$ cat src/rtl/prng_extend_byte_gen.sv
// 32-bit xorshift generator with a byte-wide port: the seed is loaded MSB byte first.
// Each request advances the generator and streams the new word out LSB byte first over 4 cycles.
module prng_extend_byte_gen #(
  parameter logic [31:0] DEFAULT_SEED = 32'h02468ACD
) (
  input  logic       clk,
  input  logic       rstn,
  input  logic       load_seed,
  input  logic [7:0] data_in,
  input  logic       get_random,
  output logic [7:0] data_out
);

  typedef enum logic [1:0] {IDLE, LOAD, OUT} fsm_t;

  fsm_t        fsm, fsm_nxt;
  logic [1:0]  cnt, cnt_nxt;
  logic [31:0] state, state_nxt;
  logic [31:0] seed, seed_nxt;
  logic [7:0]  dout_nxt;
  logic [31:0] seed_full;
  logic        ready;

  function automatic logic [31:0] xs_next(input logic [31:0] x);
    logic [31:0] x1, x2;
    x1 = x ^ (x << 13);
    x2 = x1 ^ (x1 >> 17);
    return x2 ^ (x2 << 5);
  endfunction

  // The last OUT cycle (cnt wrapped to 0) accepts new commands like IDLE,
  // which allows one request every 4 cycles.
  assign ready     = (fsm == IDLE) || ((fsm == OUT) && (cnt == 2'd0));
  assign seed_full = {seed[23:0], data_in};

  always_comb begin
    fsm_nxt   = fsm;
    cnt_nxt   = cnt;
    state_nxt = state;
    seed_nxt  = seed;
    dout_nxt  = 8'h00;
    if (ready) begin
      cnt_nxt = 2'd0;
      if (load_seed) begin
        fsm_nxt = LOAD;
      end else if (get_random) begin
        state_nxt = xs_next(state);
        dout_nxt  = state_nxt[7:0];
        fsm_nxt   = OUT;
        cnt_nxt   = 2'd1;
      end else begin
        fsm_nxt = IDLE;
      end
    end else begin
      case (fsm)
        LOAD: begin
          seed_nxt = seed_full;
          cnt_nxt  = cnt + 2'd1;
          if (cnt == 2'd3) begin
            state_nxt = (seed_full == 32'h0) ? DEFAULT_SEED : seed_full;
            fsm_nxt   = IDLE;
          end
        end
        OUT: begin
          if (load_seed) begin
            fsm_nxt = LOAD;
            cnt_nxt = 2'd0;
          end else begin
            // state already holds the word being streamed
            case (cnt)
              2'd1:    dout_nxt = state[15:8];
              2'd2:    dout_nxt = state[23:16];
              default: dout_nxt = state[31:24];
            endcase
            cnt_nxt = cnt + 2'd1;
          end
        end
        default: fsm_nxt = IDLE;
      endcase
    end
  end

  always_ff @(posedge clk or posedge rstn) begin
    if (rstn) begin
      fsm      <= IDLE;
      cnt      <= 2'd0;
      state    <= DEFAULT_SEED;
      seed     <= 32'h0;
      data_out <= 8'h00;
    end else begin
      fsm      <= fsm_nxt;
      cnt      <= cnt_nxt;
      state    <= state_nxt;
      seed     <= seed_nxt;
      data_out <= dout_nxt;
    end
  end

endmodule

$ cat config.mk
export PLATFORM = sky130hd
export DESIGN_NAME = prng_extend_byte_gen
export DESIGN_NICKNAME = d
export VERILOG_FILES = /design/src/rtl/prng_extend_byte_gen.sv
export SDC_FILE = /design/constraint.sdc
export NUM_CORES = 1
export LEC_CHECK = 0
export ABC_AREA = 1
export CELL_PAD_IN_SITES_DETAIL_PLACEMENT = 1
export CELL_PAD_IN_SITES_GLOBAL_PLACEMENT = 1
export CORE_MARGIN = 3
export CORE_UTILIZATION = 30
export DETAILED_ROUTE_END_ITERATION = 6
export PLACE_DENSITY_LB_ADDON = 0.1
export RECOVER_POWER = 50
export SLEW_MARGIN = 30
export SYNTH_ARGS = -nofsm -noshare
export SYNTH_HDL_FRONTEND = slang
export SYNTH_SLANG_ARGS = --single-unit
$ cat constraint.sdc
create_clock -name clk -period 2.4 [get_ports clk]
set_input_delay 0.48 -clock clk [delete_from_list [all_inputs] [get_ports clk]]
set_output_delay 0.48 -clock clk [all_outputs]
set_load 0.005 [all_outputs]
==> flow_summary.ini <==
[drt]
drt-total-wl_um = 14170
wl_per_cell_um = 18.85
initialDrtViolationCount = 191
route.antenna.remaining_nets = 0
via_count = 3651
via_per_inst = 4.855
route.detailed.drc = 0
dr.pass1.iters = 4

[grt]
grt_overflow_total = 0
grt_max_degree = 29
grt_use_met1_pct = 29.39
grt.met3_usage_pct = 2.984
grt_pass1_vias = 3875
busiest_layer = met2
grt_pass1_wl_um = 22830
gr-usage-all-layers_pct = 20.89
antenna_found_initial = 0
use_met2_pct = 32.75

[setup_path]
critPathLaunchType = register
critPathSlowestCell = dfrtp_1
critPathMaxStageDelay_ns = 0.41
critPathCaptureType = register
rr_worst_depth = 9
crit_type = reg2reg
reg2reg_from = cnt[0]$_DFFE_PP0P_
crit_required_ns = 2.66
rr_endpoint = state[21]$_DFFE_PP0P_
arrival_ns = 2.34
critical_path.startpoint = cnt[0]$_DFFE_PP0P_
path_max_fanout = 26
cp_num_buf_inv = 2
crit_end = state[21]$_DFFE_PP0P_
cp.depth = 9
critPathTopFamily = simple AND/OR/NAND/NOR gates
r2r_slack_ns = 0.32
worstPathCellList = inv_1 > ha_1 > nor2_2 > nor2_4 > nand3_4 > nand2_2 > buf_4 > o21ai_0 > o22ai_1

[cts]
cts_hold_buf = 0
clkSinkCount = 68
htreeDepth = 3
clock_latency_ns = 0.34
cts_resized = 0
post_cts_buffers = 0
cts.clk_slew.worst_paths_ns = 0.06
clk_path_buf_depth = 2
root_buffer = clkbuf_16
cts_tree = yes
cts_buffers = 9

[power_and_ir_drop]
p_leak_nw = 2.273
power_density_nw_per_um2 = 1739
clock_power_share_pct = 19.3
intPower_mw = 4.237
ir_drop_uv = 434.6
p_comb_share_pct = 52.1
seq_power_share_pct = 28.6
p_switching_mw = 3.971
power.share.switching_pct = 48.38

[place]
place_area_um2 = 4405
routabilityCongestion = 0.8670
hpwl_um = 10970
io_buffers = 19
pre_cts_slack_ns = 0.2774

[job]
drv_cap = 0

[layout]
num_antenna_cells = 0
fillers = 1577
syn_to_final_growth_pct = 19.14
stdcell_area_um2 = 4720
nNetsFinal = 591
drive_gt1_share_pct = 8.276

[sta]
worst_pin_slew_ns = 1.148
relSlewSlack_pct = 23.48
finalSetupViolCount = 0
slew_viol_final = 0
period_needed_ns = 2.077
period_share_pct = 86.56
fin_setup_tns_ns = 0
setup_slack_ns = 0.3225
rsz0062_at_grt = no
fmax_ghz = 0.4814
clock_skew_ns = 0.008568
hold_violations = 0

[synth]
ys_ff_latch = 68
avgSynthCellArea_um2 = 7.229
ys_types = 31
netlist_instances = 548
synth.cell_area_um2 = 3961
syn-num-nets = 564
seq_area_frac_synth_pct = 43.34
yosys_warnings = 0

[floorplan]
core_um2 = 12770
ios = 20
die_h_um = 120.9
die-area_um2 = 14620
initial_core_util_pct = 31.01
die_w_um = 120.9
fp-row-count = 41

[hold_path]
hold_path.class = reg2reg

[outcome]
outcome = finished, final reports clean
==> power by group through the flow <==
stage	Sequential (mW)	Combinational (mW)	Clock (mW)
global route	2.43	4.89	1.67
floorplan	2.12	3.01	0
detailed placement	2.37	4.30	0
finish	2.35	4.27	1.58
global placement	2.36	4.24	0
CTS	2.36	4.34	1.62
==> cell usage in the layout, fill, tap and decap left out, types with 3 or more instances in the layout <==
cell type / synthesis / final
inv_1: 57 / 58
buf_4: 1 / 11
clkdlybuf4s50_1: 0 / 18
nand2_1: 174 / 174
xor2_1: 12 / 12
o22ai_1: 10 / 10
clkbuf_16: 0 / 9
xnor2_1: 14 / 14
dfrtp_1: 56 / 56
a21oi_1: 20 / 20
o21ai_0: 52 / 52
nand3_1: 40 / 40
o21ai_1: 8 / 8
a31oi_1: 5 / 5
bufinv_16: 0 / 3
nor2_1: 51 / 51
dfstp_2: 12 / 12
ha_1: 4 / 4
==> worst min-delay path by stage <==
stage,cells past startpoint,startpoint,slack (ns),to
after floorplan,2,state[11]$_DFFE_PP1P_,0.46,state[11]$_DFFE_PP1P_
after global placement,2,state[11]$_DFFE_PP1P_,0.49,state[11]$_DFFE_PP1P_
after detailed placement,2,state[11]$_DFFE_PP1P_,0.49,state[11]$_DFFE_PP1P_
after CTS,2,state[11]$_DFFE_PP1P_,0.50,state[11]$_DFFE_PP1P_
after global routing,2,state[3]$_DFFE_PP1P_,0.52,state[3]$_DFFE_PP1P_
final,2,state[11]$_DFFE_PP1P_,0.50,state[11]$_DFFE_PP1P_
==> cell usage after synthesis (all sizes together) <==
cell    instances  share of area (%)
nand3b          1               0.19
xnor2          15                3.5
inv            60                5.7
o22ai          10                1.6
nand4           2               0.32
a22o            1               0.22
ha              4                1.3
dfrtp          56                 35
nor2           53                5.3
o21ai          60                7.6
clkinv          1              0.095
nand2b          1               0.16
and2            2               0.32
nand2         175                 17
nand3          41                5.5
dfstp          12                8.0
a31oi           5               0.79
clkbuf          6               0.60
a21oi          20                2.5
xor2           12                2.7
buf            11                1.8
==> flip-flops by register name, indices dropped and copies added (netlist names) <==
signal / cells
seed: 24
cnt: 2
data_out: 8
fsm: 2
state: 32
==> layer usage <==
metal  wire length (µm)  vias up
li1                   -     1805
met1               6798     1769
met2               6645       57
met3                430       20
met4                298        0
met5                  0        -
==> cell families (layout without fill, tap and decap cells) <==
| kind of cell | after synthesis | count (layout) | share of synthesized area [%] |
|---|---|---|---|
| AND/OR/NAND/NOR | 275 | 275 | 28.40 |
| AO/OA/AOI/OAI | 96 | 96 | 12.70 |
| buffers and inverters | 78 | 110 | 8.149 |
| flip-flops | 68 | 68 | 43.34 |
| XOR/XNOR | 27 | 27 | 6.159 |
| adder cells (fa/ha/maj) | 4 | 4 | 1.263 |
==> through the flow <==
step           cells  util [%]  hold WS [ns]  power, mW
3_5_place_dp     736     34.49        0.4899      6.672
2_1_floorplan    548         -        0.4618      5.122
5_1_grt          752     36.95        0.5231      8.986
4_1_cts          752     37.23        0.4998      8.317
3_3_place_gp     736     34.49        0.4860      6.608
6_report         752     36.95        0.4957      8.208
==> tightest hold or removal path, stage by stage (launching register included) <==
cell	delay (ns)
dfstp_2	0.38
nand2_1	0.07
nand2_1	0.05
==> layout make-up <==
cell class	instances	area (µm²)	area share, %
multi-input combinational	402	1922	40.72
tap	172	215.2	4.560
clock inverter	6	111.4	2.359
sequential	68	1717	36.37
timing repair buffer	33	286.5	6.071
clock buffer	10	239.0	5.064
inverter	61	229.0	4.852
Note: power is estimated with default switching activity, not from simulation.
